`src/rtl/alu_pkg.sv`:
```
// Shared types for the shift-and-add multiplier sequencer.
//   alu_op_t    : ALU operation encoding driven onto alu_op
//   mul_state_t : sequencer FSM states
//   SHIFT_RIGHT : alu_sub value selecting a right shift when alu_op is ALU_SHIFT
package alu_pkg;

  typedef enum logic [1:0] {
    ALU_ADD   = 2'b00,
    ALU_ANDB  = 2'b01,
    ALU_XOR   = 2'b10,
    ALU_SHIFT = 2'b11
  } alu_op_t;

  typedef enum logic [2:0] {
    IDLE,
    GATE,
    ACCUM,
    SHL_A,
    SHR_B,
    DONE
  } mul_state_t;

  localparam logic SHIFT_RIGHT = 1'b1;

endpackage

```
`src/rtl/alu_mul_seq_if.sv`:
```
// Bus between the multiplier sequencer and its parent / the shared ALU.
//   start, a, b      : operation request (parent -> sequencer)
//   busy, done       : status (sequencer -> parent)
//   product          : low 8 bits of a*b (sequencer -> parent)
//   alu_in1, alu_in2 : ALU operands (sequencer -> ALU)
//   alu_op, alu_sub  : ALU operation select (sequencer -> ALU)
//   alu_out          : ALU result, combinational (ALU -> sequencer)
interface alu_mul_seq_if;
  import alu_pkg::*;

  logic       start;
  logic [7:0] a;
  logic [7:0] b;
  logic       busy;
  logic       done;
  logic [7:0] product;
  logic [7:0] alu_in1;
  logic [7:0] alu_in2;
  alu_op_t    alu_op;
  logic       alu_sub;
  logic [7:0] alu_out;

  modport slave (
    input  start, a, b, alu_out,
    output busy, done, product, alu_in1, alu_in2, alu_op, alu_sub
  );

  modport master (
    output start, a, b, alu_out,
    input  busy, done, product, alu_in1, alu_in2, alu_op, alu_sub
  );

endinterface

```
`src/rtl/alu_mul_seq.sv`:
```
// Multi-cycle shift-and-add multiplier: low byte of an unsigned 8x8 product,
// computed only through the shared 8-bit ALU (and-gate, add, shifts).
// Each iteration spends four cycles: GATE, ACCUM, SHL_A, SHR_B.
//   clk   : rising-edge clock
//   rst_n : synchronous active-low reset
//   bus   : request/status and ALU drive signals (see alu_mul_seq_if)
// Parameters:
//   ITER       : multiplier bits processed (1..8)
//   EARLY_EXIT : stop after any iteration leaving the shifted multiplier at 0
module alu_mul_seq
  import alu_pkg::*;
#(
  parameter int unsigned ITER       = 8,
  parameter bit          EARLY_EXIT = 1'b0
) (
  input  logic         clk,
  input  logic         rst_n,
  alu_mul_seq_if.slave bus
);

  localparam logic [2:0] LAST_CNT = 3'(ITER - 1);

  mul_state_t state_q, state_d;
  logic [7:0] a_q, a_d;
  logic [7:0] b_q, b_d;
  logic [7:0] acc_q, acc_d;
  logic [7:0] pp_q, pp_d;
  logic [7:0] prod_q, prod_d;
  logic [2:0] cnt_q, cnt_d;

  alu_op_t    alu_op;
  logic       alu_sub;
  logic [7:0] alu_in1;
  logic [7:0] alu_in2;

  always_ff @(posedge clk) begin
    if (!rst_n) begin
      state_q <= IDLE;
      a_q     <= '0;
      b_q     <= '0;
      acc_q   <= '0;
      pp_q    <= '0;
      prod_q  <= '0;
      cnt_q   <= '0;
    end else begin
      state_q <= state_d;
      a_q     <= a_d;
      b_q     <= b_d;
      acc_q   <= acc_d;
      pp_q    <= pp_d;
      prod_q  <= prod_d;
      cnt_q   <= cnt_d;
    end
  end

  always_comb begin
    state_d = state_q;
    a_d     = a_q;
    b_d     = b_q;
    acc_d   = acc_q;
    pp_d    = pp_q;
    prod_d  = prod_q;
    cnt_d   = cnt_q;
    alu_op  = ALU_ADD;
    alu_sub = 1'b0;
    alu_in1 = '0;
    alu_in2 = '0;

    case (state_q)
      IDLE: begin
        if (bus.start) begin
          a_d     = bus.a;
          b_d     = bus.b;
          acc_d   = '0;
          cnt_d   = '0;
          prod_d  = '0;
          state_d = GATE;
        end
      end
      GATE: begin
        // ALU and-gates in1 by in2[0]: partial product = a_reg or 0
        alu_op  = ALU_ANDB;
        alu_in1 = a_q;
        alu_in2 = b_q;
        pp_d    = bus.alu_out;
        state_d = ACCUM;
      end
      ACCUM: begin
        alu_op  = ALU_ADD;
        alu_in1 = acc_q;
        alu_in2 = pp_q;
        acc_d   = bus.alu_out;
        state_d = SHL_A;
      end
      SHL_A: begin
        alu_op  = ALU_SHIFT;
        alu_sub = ~SHIFT_RIGHT;
        alu_in1 = a_q;
        alu_in2 = 8'd1;
        a_d     = bus.alu_out;
        state_d = SHR_B;
      end
      SHR_B: begin
        alu_op  = ALU_SHIFT;
        alu_sub = SHIFT_RIGHT;
        alu_in1 = b_q;
        alu_in2 = 8'd1;
        b_d     = bus.alu_out;
        if (cnt_q == LAST_CNT || (EARLY_EXIT && bus.alu_out == '0)) begin
          // acc is already final here; loading now makes product valid in DONE
          prod_d  = acc_q;
          state_d = DONE;
        end else begin
          cnt_d   = cnt_q + 3'd1;
          state_d = GATE;
        end
      end
      DONE: begin
        state_d = IDLE;
      end
      default: begin
        state_d = IDLE;
      end
    endcase
  end

  assign bus.busy    = (state_q != IDLE);
  assign bus.done    = (state_q == DONE);
  assign bus.product = prod_q;
  assign bus.alu_op  = alu_op;
  assign bus.alu_sub = alu_sub;
  assign bus.alu_in1 = alu_in1;
  assign bus.alu_in2 = alu_in2;

endmodule
```
`src/flat_wrapper.sv`:
```
// flat-port wrapper written by rule: the top's interface ports become plain ports
module alu_mul_seq_flat import alu_pkg::*;
#(
  parameter int unsigned ITER       = 8,
  parameter bit          EARLY_EXIT = 1'b0
)
  (clk, rst_n, bus_start, bus_a, bus_b, bus_alu_out, bus_busy, bus_done, bus_product, bus_alu_in1, bus_alu_in2, bus_alu_op, bus_alu_sub);
  alu_mul_seq_if bus_i ();
  input  logic clk;
  input  logic rst_n;
  input wire logic [$bits(bus_i.start)-1:0] bus_start;
  input wire logic [$bits(bus_i.a)-1:0] bus_a;
  input wire logic [$bits(bus_i.b)-1:0] bus_b;
  input wire logic [$bits(bus_i.alu_out)-1:0] bus_alu_out;
  output wire logic [$bits(bus_i.busy)-1:0] bus_busy;
  output wire logic [$bits(bus_i.done)-1:0] bus_done;
  output wire logic [$bits(bus_i.product)-1:0] bus_product;
  output wire logic [$bits(bus_i.alu_in1)-1:0] bus_alu_in1;
  output wire logic [$bits(bus_i.alu_in2)-1:0] bus_alu_in2;
  output wire logic [$bits(bus_i.alu_op)-1:0] bus_alu_op;
  output wire logic [$bits(bus_i.alu_sub)-1:0] bus_alu_sub;
  assign bus_i.start = bus_start;
  assign bus_i.a = bus_a;
  assign bus_i.b = bus_b;
  assign bus_i.alu_out = bus_alu_out;
  assign bus_busy = bus_i.busy;
  assign bus_done = bus_i.done;
  assign bus_product = bus_i.product;
  assign bus_alu_in1 = bus_i.alu_in1;
  assign bus_alu_in2 = bus_i.alu_in2;
  assign bus_alu_op = bus_i.alu_op;
  assign bus_alu_sub = bus_i.alu_sub;
  alu_mul_seq #(.ITER(ITER), .EARLY_EXIT(EARLY_EXIT)) u_core (.clk(clk), .rst_n(rst_n), .bus(bus_i));
endmodule
```
`config.mk`:
```
export PLATFORM = sky130hd
export DESIGN_NAME = alu_mul_seq_flat
export DESIGN_NICKNAME = d
export VERILOG_FILES = /design/src/rtl/alu_pkg.sv /design/src/rtl/alu_mul_seq_if.sv /design/src/rtl/alu_mul_seq.sv /design/src/flat_wrapper.sv
export SDC_FILE = /design/constraint.sdc
export NUM_CORES = 1
export LEC_CHECK = 0
export BUFFER_PORTS_ARGS = -buffer_cell sky130_fd_sc_hd__buf_2
export CAP_MARGIN = 15
export CORE_MARGIN = 5
export CORE_UTILIZATION = 55
export CTS_BUF_LIST = sky130_fd_sc_hd__clkbuf_2
export CTS_CLUSTER_DIAMETER = 120
export DETAILED_ROUTE_END_ITERATION = 10
export PLACE_DENSITY = 0.89
export SKIP_CTS_REPAIR_TIMING = 1
export SYNTH_ARGS = -nofsm -noshare
export SYNTH_HDL_FRONTEND = slang
export SYNTH_SLANG_ARGS = --single-unit
export TNS_END_PERCENT = 30
```
`constraint.sdc`:
```
create_clock -name clk -period 1.7 [get_ports clk]
set_clock_uncertainty 0.05 [all_clocks]
set_input_delay 0.085 -clock clk [delete_from_list [all_inputs] [get_ports clk]]
set_output_delay 0.085 -clock clk [all_outputs]
set_load 0.01 [all_outputs]
```
# Word-level counts from Yosys, hierarchy flattened

Index checks and enable logic that the tools add are counted.

Output and inout port bits: 29
Input bits: 27
Word-level logic and storage cells: 47
Flip-flop bits (word level): 46

$add $sub $neg: 1
Equality and inequality tests: 9
Reduce and logical (&&, ||, !) cells: 12
Multiplexer cells: 18

Operators by type and width:

| operator              | count |
|---|---|
| $pmux W8 S2           | 4 |
| $pmux W8 S3           | 2 |
| $mux W8               | 4 |
| $pmux W3 S5           | 1 |
| $mux W3               | 4 |
| $eq A3 B3 Y1 const B  | 3 |
| $eq A3 B2 Y1 const B  | 2 |
| $pmux W3 S2           | 1 |
| $reduce_and A2 Y1     | 3 |
| $reduce_and A3 Y1     | 2 |
| $reduce_bool A2 Y1    | 3 |
| $ne A2 B2 Y1 const B  | 2 |
| $pmux W2 S2           | 1 |
| $reduce_or A2 Y1      | 2 |
| $add A3 B1 Y3 const B | 1 |
| $eq A3 B1 Y1 const B  | 1 |
| $logic_not A3 Y1      | 1 |
| $reduce_bool A3 Y1    | 1 |
| $ne A2 B1 Y1 const B  | 1 |
| $mux W1               | 1 |

# Longest topological paths before layout

Gate-level depths: netlist (run 1).

Word-level depth: 3
Depth in mapped cells: 7

# Worst setup path after synthesis (run 1)

OpenSTA, ideal clock, no wires.

Kind: register to register
From: reg u_core.state_q[2]
To: reg u_core.a_q[5]
Data arrival time: 1.379 ns
Setup slack: 0.204 ns
Clock period less this slack: 1.496 ns
Buffers on the path: 2
Cell stages (with the launch flop): 6
Required time: 1.583 ns
Cells stage by stage: dfxtp_1 > or4b_1 > buf_2 > and2_1 > buf_6 > a21oi_2

Longest elaborated chain between the ends: 3

RTL lines:

| item                                                         | RTL line          | RTL |
|---|---|---|
| from (decl)                                                  | alu_mul_seq.sv:23 | `mul_state_t state_q, state_d;` |
| from (signal assigned)                                       | alu_mul_seq.sv:46 | `state_q <= state_d;` |
| $eq A3 B2 Y1 or $logic_not A3 Y1 (tied branches)             | alu_mul_seq.sv:69 | `case (state_q)` |
| $reduce_bool A2 Y1 (no line) or $ne A2 B2 Y1 (tied branches) | n/a               |  |
| $reduce_and A2 Y1 (no line)                                  | n/a               |  |
| to (signal assigned)                                         | alu_mul_seq.sv:39 | `a_q <= '0;` |
| to (signal assigned)                                         | alu_mul_seq.sv:47 | `a_q <= a_d;` |
| to (decl)                                                    | alu_mul_seq.sv:24 | `logic [7:0] a_q, a_d;` |

Several ways; a longest one is shown, not always the timed one.
A chain may end at the register's enable or synchronous reset.

# Final worst setup path (run 1)

From: reg u_core.state_q[0]
To: out bus_alu_in1[3]

Longest elaborated chain between the ends: 3

RTL lines:

| item                                         | RTL line           | RTL |
|---|---|---|
| $eq A3 B1 Y1 or $eq A3 B2 Y1 (tied branches) | alu_mul_seq.sv:69  |  |
| $reduce_or A2 Y1 (no line)                   | n/a                |  |
| $pmux W8 S3 (*)                              | alu_mul_seq.sv:69  |  |
| to (decl)                                    | flat_wrapper.sv:18 | `output wire logic [$bits(bus_i.alu_in1)-1:0] bus_alu_in1;` |

Mark *: on every way between the ends. The rest lies on a longest branch, timed or not.

==> results of run 1 <==
state kept, by name (all words and copies together), names as in the netlist:
| register | count |
|---|---|
| u_core.a_q | 8 |
| u_core.b_q | 8 |
| u_core.pp_q | 8 |
| u_core.state_q | 3 |
| u_core.acc_q | 8 |
| u_core.bus.product | 8 |
| u_core.cnt_q | 3 |
placed cells by master (no fill, tap or decap), types with 10 or more instances in the layout:
cell type,count
mux2i_1,10
o21ai_0,10
a21oi_1,25
nor2_1,10
buf_2,55
nand2_1,55
dlygate4sd3_1,17
buf_4,25
inv_1,11
dfxtp_1,42
logic make-up (layout without fill, tap and decap cells):
| family | count (synthesis) | after routing | share of synthesized area |
|---|---|---|---|
| simple gates | 91 | 91 | 0.187 |
| mux | 10 | 10 | 0.0443 |
| flops | 46 | 46 | 0.408 |
| fa+ha+maj | 2 | 2 | 0.0111 |
| compound gates | 88 | 88 | 0.277 |
| xor+xnor | 1 | 1 | 0.00388 |
| buf+inv | 36 | 125 | 0.0682 |
layer usage:
layer,vias to the layer above,share of wire
met1,1169,0.38
met4,0,0.035
met2,187,0.48
met5,-,0
li1,1131,-
met3,36,0.10
cell type report:
cell class | instances | area (um2)
clock buffers | 5 | 25.0
clock inverters | 3 | 16.3
fillers | 269 | 945
inverters | 12 | 47.5
multi-input cells | 192 | 1210
flip-flops and latches | 46 | 933
well taps | 50 | 62.6
repair buffers | 104 | 748
repair inverters | 1 | 7.51
metrics by stage:
step	total power [mW]	std cells	hold slack, ns	area, um2	utilization
5_1_grt	2.41	413	0.0495	3060	0.764
3_5_place_dp	1.75	372	0.323	2610	0.653
6_report	2.33	413	0.0238	3060	0.764
4_1_cts	2.19	380	-0.178	2660	0.664
2_1_floorplan	1.57	274	0.171	2260	-
3_3_place_gp	1.74	372	0.324	2610	0.653
tightest hold or removal path: stages:
cell and delay [ns]:
buf_2 0.09, nor2_1 0.04, a21oi_1 0.13, o221a_2 0.19
report_power, final:
group / internal, mW / leakage [nW] / switching, mW / total, mW
clock network: 0.0933 / 0.0264 / 0.374 / 0.467
logic: 0.293 / 0.911 / 0.341 / 0.634
registers: 1.16 / 0.378 / 0.0704 / 1.23
worst paths after layout:
path	start	end	slack, ns	cells past startpoint
hold reg to reg	u_core.bus.product[3]$_SDFFE_PN0P_	u_core.bus.product[3]$_SDFFE_PN0P_	0.42	2
hold / removal	bus_b[1]	u_core.b_q[1]$_SDFFE_PN0P_	0.02	4
setup / recovery	u_core.state_q[0]$_SDFFE_PN0P_	bus_alu_in1[3]	-0.23	7
setup reg to reg	u_core.state_q[0]$_SDFFE_PN0P_	u_core.a_q[6]$_SDFFE_PN0P_	0	5
==> out/metrics.yaml, run 1 <==
post-route-period-util: 1.14
cts_tree: "yes"
maxCapViolCount: 0
path_cells: "buf_6 > nor2_1 > nand2_2 > clkinvlp_4 > nand2_1 > o21ai_1 > buf_2"
globalplace.congestion: 0.808
synth.avg_cell_area_um2: 8.24
grt_first_pass_wirelength_um: 9530
synth.top_cells.by_area: "dfxtp_1 (41%), nand2_1 (9.3%), a21oi_1 (5.5%), mux2i_1 (4.4%), o21ai_0 (4.0%)"
io_pins: 56
cts_buffers: 5
netlist.area_leader.share: 0.408
required_ns: 1.56
antenna_found_initial: 0
worstSkewPairLatency_ns: 0.45
layout-drive-gt1-share: 0.355
post_drt_wl_per_cell_um: 18.4
grtUsageMet2: 0.364
rsz0062_at_grt: "true"
setup_viol: 19
worstPathArrival_ns: 1.80
status: "complete, but fails checks"
nNetsFinal: 391
critical-path-top-delay-family: "buffers and inverters"
crit_path_max_fanout: 6
die_y_um: 74.1
detail_route.first_pass.iterations: 5
track_usage: 0.224
finalCriticalPeriod_ns: 1.93
cp.buffers_inverters: 3
finalMaxSlewViolations: 0
ir_worst_vdd_mv: 0.530
finalWorstSetupSlack_ns: -0.232
wl_um: 7600
synth.distinct_cells: 36
hpwl_um: 4380
clk_pin_slew_ns: 0.24
crit_path_end_kind: "output port"
ctsLongestPathBuffers: 2
async_reset_ff_frac: 0
violations: "setup timing"
initial_core_util: 0.564
yosysWarnings: 0
cts.htree.levels: 2
path_class: "flip-flop to output port"
rows: 23
critPathMaxStageDelay_ns: 0.42
synth.largest_area_cell: "dfxtp_1"
hold_path_class: "primary input to flip-flop"
die_w_um: 74.1
grt_overflow: 0
fin_setup_tns_ns: -2.48
synthFlopType: "dfxtp_1"
synth_seq_cells: 46
powerDensity_nw_per_um2: 763
dpl_worst_slack_ns: 0.120
ys_seq_area_frac: 0.408
startpoint_type: "flip-flop"
ant_nets: 0
syn_inst: 274
busiest_layer: "met2"
gr-usage-met1: 0.290
port_buffers: 55
viasPerCell: 6.11
synth_nets: 303
hold_viol_final: 0
synthToLayoutAreaGrowth_pct: 35.4
fmax_mhz: 518
p_leak_nw: 1.32
root_buffer: "clkbuf_2"
grt_pass1_vias: 2064
grt_max_degree: 27
gr-usage-met3: 0.0541
cts_num_sinks: 46
die-area_um2: 5480
antenna_cells: 0
core_area_um2: 4000
ys_top_cells_by_count: "nand2_1 (56), dfxtp_1 (46), a21oi_1 (25)"
drtIter0Drc: 316
drc_errors: 0
yosysMostFrequentCell: "nand2_1"
worstMarginPinSlew_ns: 0.483
synth_edf_count: 0
route.vias.total: 2523
syn_area_um2: 2260
crit_slowest_cell: "dfxtp_4"
slew_headroom: 0.677
No activity file was read; power rests on OpenSTA's default activity.
==> run 2: changes to the inputs <==
--- a/config.mk
+++ b/config.mk
@@ -6,10 +6,10 @@
 export NUM_CORES = 1
 export LEC_CHECK = 0
 export BUFFER_PORTS_ARGS = -buffer_cell sky130_fd_sc_hd__buf_2
-export CAP_MARGIN = 15
+export CAP_MARGIN = 25
 export CORE_MARGIN = 5
 export CORE_UTILIZATION = 55
-export CTS_BUF_LIST = sky130_fd_sc_hd__clkbuf_2
+export CTS_BUF_LIST = sky130_fd_sc_hd__clkbuf_2 sky130_fd_sc_hd__clkbuf_4 sky130_fd_sc_hd__clkbuf_8
 export CTS_CLUSTER_DIAMETER = 120
 export DETAILED_ROUTE_END_ITERATION = 10
 export PLACE_DENSITY = 0.89
==> run 2 against run 1 <==
The run now ends clean. Worst setup slack better by 0.29 ns. Routed wire length decreased by 17%. Core utilization is 6.5 points lower. Via count is 11% lower. Non-clock buffer count decreased by 28. Final cell count is 6.8% lower. Power up 6.0%. Sequential share of layout area increased by 2.6 points. Fmax grew 18%. Clock power increased by 48%. Clock-buffer cell count up 1. Sequential power is essentially flat.
==> out/metrics.yaml, run 2 (synthesis results as in run 1) <==
port_buffers: 55  # unchanged
nNetsFinal: 363  # was 391
required_ns: 1.56  # about the same
final_cell_mix: "nand2_1 (55), buf_2 (55), dfxtp_1 (44)"  # was nand2_1 (55), buf_2 (55), dfxtp_1 (42)
rows: 23  # unchanged
hpwl_um: 4380  # unchanged
route.vias.total: 2240  # was 2,523
min_path_cells: 3  # was 4
worstSkewPairLatency_ns: 0.30  # was 0.45 ns
fin_area_um2: 2800  # was 3060 um2
worstPathArrival_ns: 1.51  # was 1.80 ns
detail_route.first_pass.iterations: 4  # was 5
switching_share: 0.299  # was 0.337
seq_area_um2: 926  # was 933 um2
busiest_layer: "met2"  # unchanged
ant_nets: 0  # unchanged
powerDensity_nw_per_um2: 883  # was 763 nW/um2
finalCriticalPeriod_ns: 1.64  # was 1.93 ns
crit_path_max_fanout: 8  # was 6
r2r_setup_slack_ns: 0.12  # was 0 ns
p_switching_uw: 739  # was 785 uW
viasPerCell: 5.82  # was 6.11
layout-drive-gt1-share: 0.337  # was 0.355
dpl_worst_slack_ns: 0.120  # unchanged
fill_cells: 320  # was 269
min_from: "bus_alu_out[6]"  # was bus_b[1]
die-area_um2: 5480  # unchanged
cts_num_sinks: 46  # unchanged
io_pins: 56  # unchanged
internal_power_mw: 1.73  # was 1.55 mW
track_usage: 0.229  # was 0.224
synthToLayoutAreaGrowth_pct: 23.9  # was 35.4%
antenna_found_initial: 0  # unchanged
grt_max_degree: 27  # unchanged
ir_worst_vdd_mv: 0.622  # was 0.530 mV
stdcell_count: 385  # was 413
gr-usage-met3: 0.0405  # was 0.0541
p_clk_frac: 0.280  # was 0.200
postLayoutCoreUtil: 0.699  # was 0.764
cts_tree: "yes"  # unchanged
antenna_cells: 0  # unchanged
root_buffer: "clkbuf_8"  # was clkbuf_2
combPwrFrac: 0.225  # was 0.272
post-route-period-util: 0.966  # was 1.14
hold_path_class: "primary input to flip-flop"  # unchanged
finalWorstSetupSlack_ns: 0.0578  # was -0.232 ns
worstMarginPinSlew_ns: 0.534  # was 0.483 ns
setup_viol: 0  # was 19
post_drt_wl_per_cell_um: 16.4  # was 18.4 um
grtUsageMet2: 0.366  # was 0.364
drc_errors: 0  # unchanged
hold_viol_final: 0  # unchanged
p_leak_nw: 1.19  # was 1.32 nW
place_area_um2: 2610  # unchanged
cts_buffers: 5  # unchanged
status: "completed"  # was complete, but fails checks
p_seq_frac: 0.495  # was 0.527
r2r-end: "u_core.cnt_q[0]$_SDFFE_PN0P_"  # was u_core.a_q[6]$_SDFFE_PN0P_
multi_input_area_um2: 1200  # was 1210 um2
grt_pass1_vias: 2082  # was 2,064
hold_end: "u_core.acc_q[6]$_SDFFE_PN0P_"  # was u_core.b_q[1]$_SDFFE_PN0P_
drtIter0Drc: 196  # was 316
cts.htree.levels: 2  # unchanged
fmax_mhz: 609  # was 518 MHz
maxCapViolCount: 0  # unchanged
die_y_um: 74.1  # unchanged
wl_um: 6300  # was 7600 um
finalMaxSlewViolations: 0  # unchanged
grt_overflow: 0  # unchanged
initial_core_util: 0.564  # unchanged
path_class: "flip-flop to output port"  # unchanged
dp.cells: 372  # unchanged
gr-usage-met1: 0.297  # was 0.290
grt_first_pass_wirelength_um: 9690  # was 9530 um
r2r_cells: 5  # unchanged
startpoint_type: "flip-flop"  # unchanged
core_area_um2: 4000  # unchanged
slew_headroom: 0.643  # was 0.677
die_w_um: 74.1  # unchanged
crit_path_end_kind: "output port"  # unchanged
clk_pin_slew_ns: 0.09  # was 0.24 ns
ctsLongestPathBuffers: 2  # unchanged
r2r_start: "u_core.cnt_q[0]$_SDFFE_PN0P_"  # was u_core.state_q[0]$_SDFFE_PN0P_
globalplace.congestion: 0.808  # unchanged
-- run 2: cell count changes in the layout (fill, tap and decap cells not counted), moves of 2 or more --
cell           previous run  this run
dlygate4sd3_1            17         0
buf_4                    25        17
clkbuf_8                  0         6
clkbuf_2                  5         0
clkbuf_16                 2         0
dfxtp_1                  42        44
dfxtp_4                   3         1
o21ai_0                  10        12
o21ai_1                   8         6
-- run 2: power groups by stage --
| stage | combinational (mW) | sequential, mW | clock (mW) |
|---|---|---|---|
| 6_report | 0.555 | 1.22 | 0.692 |
| 5_1_grt | 0.601 | 1.23 | 0.747 |
| 4_1_cts | 0.514 | 1.22 | 0.704 |
| 3_5_place_dp | 0.510 | 1.24 | 0 |
| 3_3_place_gp | 0.501 | 1.24 | 0 |
| 2_1_floorplan | 0.353 | 1.22 | 0 |
-- run 2: critical path: stages (launching register included) --
cell and delay (ns):
dfxtp_4 0.37, buf_6 0.14, nor2_1 0.14, nand2_2 0.13, clkinvlp_4 0.14, nand2_1 0.07
o21ai_1 0.07, buf_2 0.14
-- run 2: layer usage --
metal | part of all wire | vias to the layer above
li1 | - | 1079
met1 | 0.42 | 1060
met2 | 0.49 | 92
met3 | 0.077 | 9
met4 | 0.014 | 0
met5 | 0 | -
-- run 2: cell type report --
type,instances,area share
multi-input cells,192,0.430
clock inverters,2,0.00447
well taps,50,0.0224
clock buffers,6,0.0295
repair inverters,1,0.00268
inverters,12,0.0170
repair buffers,76,0.163
flip-flops and latches,46,0.331
-- run 2: worst max path at each step --
stage / start / end / slack [ns] / cells after the start
6_report: u_core.state_q[0]$_SDFFE_PN0P_ / bus_alu_in1[1] / 0.06 / 7
5_1_grt: u_core.state_q[2]$_SDFFE_PN0P_ / bus_alu_in2[4] / -0.02 / 5
4_1_cts: u_core.state_q[0]$_SDFFE_PN0P_ / bus_alu_in1[7] / -0.17 / 7
3_5_place_dp: u_core.state_q[1]$_SDFFE_PN0P_ / u_core.b_q[0]$_SDFFE_PN0P_ / 0.12 / 3
3_3_place_gp: u_core.state_q[0]$_SDFFE_PN0P_ / u_core.a_q[2]$_SDFFE_PN0P_ / 0.16 / 3
2_1_floorplan: u_core.state_q[2]$_SDFFE_PN0P_ / u_core.a_q[5]$_SDFFE_PN0P_ / 0.20 / 5
-- run 2: per-stage QoR --
| step | setup TNS (ns) | total power, mW | hold slack [ns] |
|---|---|---|---|
| after CTS | -1.03 | 2.44 | -0.00659 |
| final | 0 | 2.47 | 0.00757 |
| after detailed placement | 0 | 1.75 | 0.323 |
| after floorplan | 0 | 1.57 | 0.171 |
| after global routing | -0.126 | 2.58 | 0.0124 |
| after global placement | 0 | 1.74 | 0.324 |
==> run 3: changes to the inputs <==
--- a/config.mk
+++ b/config.mk
@@ -7,12 +7,14 @@
 export LEC_CHECK = 0
 export BUFFER_PORTS_ARGS = -buffer_cell sky130_fd_sc_hd__buf_2
 export CAP_MARGIN = 25
+export CELL_PAD_IN_SITES_DETAIL_PLACEMENT = 0
+export CELL_PAD_IN_SITES_GLOBAL_PLACEMENT = 2
 export CORE_MARGIN = 5
-export CORE_UTILIZATION = 55
+export CORE_UTILIZATION = 31
 export CTS_BUF_LIST = sky130_fd_sc_hd__clkbuf_2 sky130_fd_sc_hd__clkbuf_4 sky130_fd_sc_hd__clkbuf_8
 export CTS_CLUSTER_DIAMETER = 120
 export DETAILED_ROUTE_END_ITERATION = 10
-export PLACE_DENSITY = 0.89
+export PLACE_DENSITY = 0.87
 export SKIP_CTS_REPAIR_TIMING = 1
 export SYNTH_ARGS = -nofsm -noshare
 export SYNTH_HDL_FRONTEND = slang
==> run 3 against run 2 <==
Power rose by 2.7%. Routed wire length rose by 14%. Non-clock buffer count rose by 8. Register-to-register slack got worse by 0.03 ns. Largest power group unchanged. Clock power rose by 5.9%. Fmax rose by 0.52%. Sequential power barely moved. Global-route usage fell by 7.3 points. Critical path depth fell by 1.
==> out/metrics.yaml, run 3 (synthesis results as in run 1) <==
startpoint_type: "flip-flop"  # unchanged
stdcell_count: 442  # was 385
port_buffers: 55  # unchanged
r2r_setup_slack_ns: 0.09  # was 0.12 ns
dpl_worst_slack_ns: 0.0790  # was 0.120 ns
min_from: "bus_alu_out[6]"  # unchanged
fin_area_um2: 2930  # was 2800 um2
hold_path_class: "primary input to flip-flop"  # unchanged
hold_viol_final: 0  # unchanged
fill_cells: 755  # was 320
detail_route.first_pass.iterations: 5  # was 4
grt_max_degree: 23  # was 27
crit_path_end_kind: "output port"  # unchanged
final_cell_mix: "nand2_1 (55), buf_2 (55), dfxtp_1 (43)"  # was nand2_1 (55), buf_2 (55), dfxtp_1 (44)
die-area_um2: 9090  # was 5480 um2
maxCapViolCount: 0  # unchanged
finalCriticalPeriod_ns: 1.63  # was 1.64 ns
antenna_found_initial: 0  # unchanged
layout-drive-gt1-share: 0.359  # was 0.337
antenna_cells: 0  # unchanged
track_usage: 0.156  # was 0.229
r2r_start: "u_core.state_q[2]$_SDFFE_PN0P_"  # was u_core.cnt_q[0]$_SDFFE_PN0P_
powerDensity_nw_per_um2: 865  # was 883 nW/um2
clk_pin_slew_ns: 0.09  # about the same
core_area_um2: 7180  # was 4000 um2
whs_ns: 0.00781  # was 0.00757 ns
worstSkewPairLatency_ns: 0.30  # about the same
rows: 31  # was 23
r2r_cells: 3  # was 5
die_w_um: 95.3  # was 74.1 um
hold_end: "u_core.acc_q[6]$_SDFFE_PN0P_"  # unchanged
wl_um: 7160  # was 6300 um
root_buffer: "clkbuf_8"  # unchanged
drtIter0Drc: 117  # was 196
postLayoutCoreUtil: 0.408  # was 0.699
slew_headroom: 0.657  # was 0.643
path_class: "flip-flop to output port"  # unchanged
finalMaxSlewViolations: 0  # unchanged
synthToLayoutAreaGrowth_pct: 29.8  # was 23.9%
grt_first_pass_wirelength_um: 10800  # was 9690 um
ir_worst_vdd_mv: 0.290  # was 0.622 mV
setup_viol: 0  # unchanged
viasPerCell: 5.02  # was 5.82
nNetsFinal: 371  # was 363
place_area_um2: 2710  # was 2610 um2
hpwl_um: 5010  # was 4380 um
p_leak_nw: 1.24  # was 1.19 nW
die_y_um: 95.3  # was 74.1 um
fmax_mhz: 612  # was 609 MHz
post-route-period-util: 0.961  # was 0.966
crit_path_max_fanout: 8  # unchanged
dp.cells: 424  # was 372
status: "completed"  # unchanged
cts_num_sinks: 46  # unchanged
route.vias.total: 2221  # was 2,240
initial_core_util: 0.315  # was 0.564
post_drt_wl_per_cell_um: 16.2  # was 16.4 um
cts_buffers: 5  # unchanged
min_path_cells: 3  # unchanged
drc_errors: 0  # unchanged
ctsLongestPathBuffers: 2  # unchanged
required_ns: 1.56  # about the same
grt_overflow: 0  # unchanged
r2r-end: "u_core.a_q[4]$_SDFFE_PN0P_"  # was u_core.cnt_q[0]$_SDFFE_PN0P_
cts.htree.levels: 2  # unchanged
io_pins: 56  # unchanged
finalWorstSetupSlack_ns: 0.0663  # was 0.0578 ns
ant_nets: 0  # unchanged
worstMarginPinSlew_ns: 0.512  # was 0.534 ns
globalplace.congestion: 0.793  # was 0.808
grt_pass1_vias: 1976  # was 2,082
cts_tree: "yes"  # unchanged
worstPathArrival_ns: 1.50  # was 1.51 ns
==> run 3: cell count changes in the layout (fill, tap and decap cells not counted), sizes merged <==
cell	change
buf	+7
clkbuf	+1
dlymetal6s2s	+1
inv	-1
==> run 3: worst max-delay path by stage <==
stage	start	end	slack, ns
finish	u_core.state_q[0]$_SDFFE_PN0P_	bus_alu_in1[3]	0.07
global route	u_core.state_q[0]$_SDFFE_PN0P_	bus_alu_in1[1]	-0.02
CTS	u_core.state_q[0]$_SDFFE_PN0P_	bus_alu_in1[7]	-0.11
detailed placement	u_core.state_q[0]$_SDFFE_PN0P_	u_core.a_q[3]$_SDFFE_PN0P_	0.08
global placement	u_core.state_q[1]$_SDFFE_PN0P_	u_core.a_q[3]$_SDFFE_PN0P_	0.11
floorplan	u_core.state_q[2]$_SDFFE_PN0P_	u_core.a_q[5]$_SDFFE_PN0P_	0.20
==> run 3: stage by stage <==
stage                     setup TNS [ns]  total power, mW
after global routing             -0.0327             2.66
after global placement                 0             1.78
after floorplan                        0             1.57
after detailed placement               0             1.78
final                                  0             2.53
after CTS                          -1.29             2.51
==> run 3: final cells by class <==
type                       count  area [um2]  area share
timing repair buffer          84         518       0.177
clock inverter                 1        5.00     0.00171
clock buffer                   7        90.1      0.0307
inverter                      12        48.8      0.0167
tap                           99         124      0.0423
multi-input combinational    192        1210       0.412
sequential                    46         930       0.317
timing repair inverter         1        7.51     0.00256
==> run 3: worst max-delay path, stage by stage, from the launching register on <==
cell     delay (ns)
dfxtp_4        0.37
buf_6          0.13
nor2b_1        0.10
buf_4          0.18
a22oi_1        0.09
o21ai_0        0.17
buf_2          0.16
==> run 3: where the power goes <==
group	internal [mW]	switching, mW	total, mW
Sequential	1.16	0.0640	1.22
Clock	0.345	0.388	0.733
Combinational	0.260	0.320	0.581
==> run 3: per-layer routing <==
metal | GRT usage | vias up | part of all wire
li1 | - | 1091 | -
met1 | 0.221 | 1053 | 0.47
met2 | 0.236 | 72 | 0.45
met3 | 0.0434 | 5 | 0.076
met4 | 0.0361 | 0 | 0.0082
met5 | 0 | - | 0
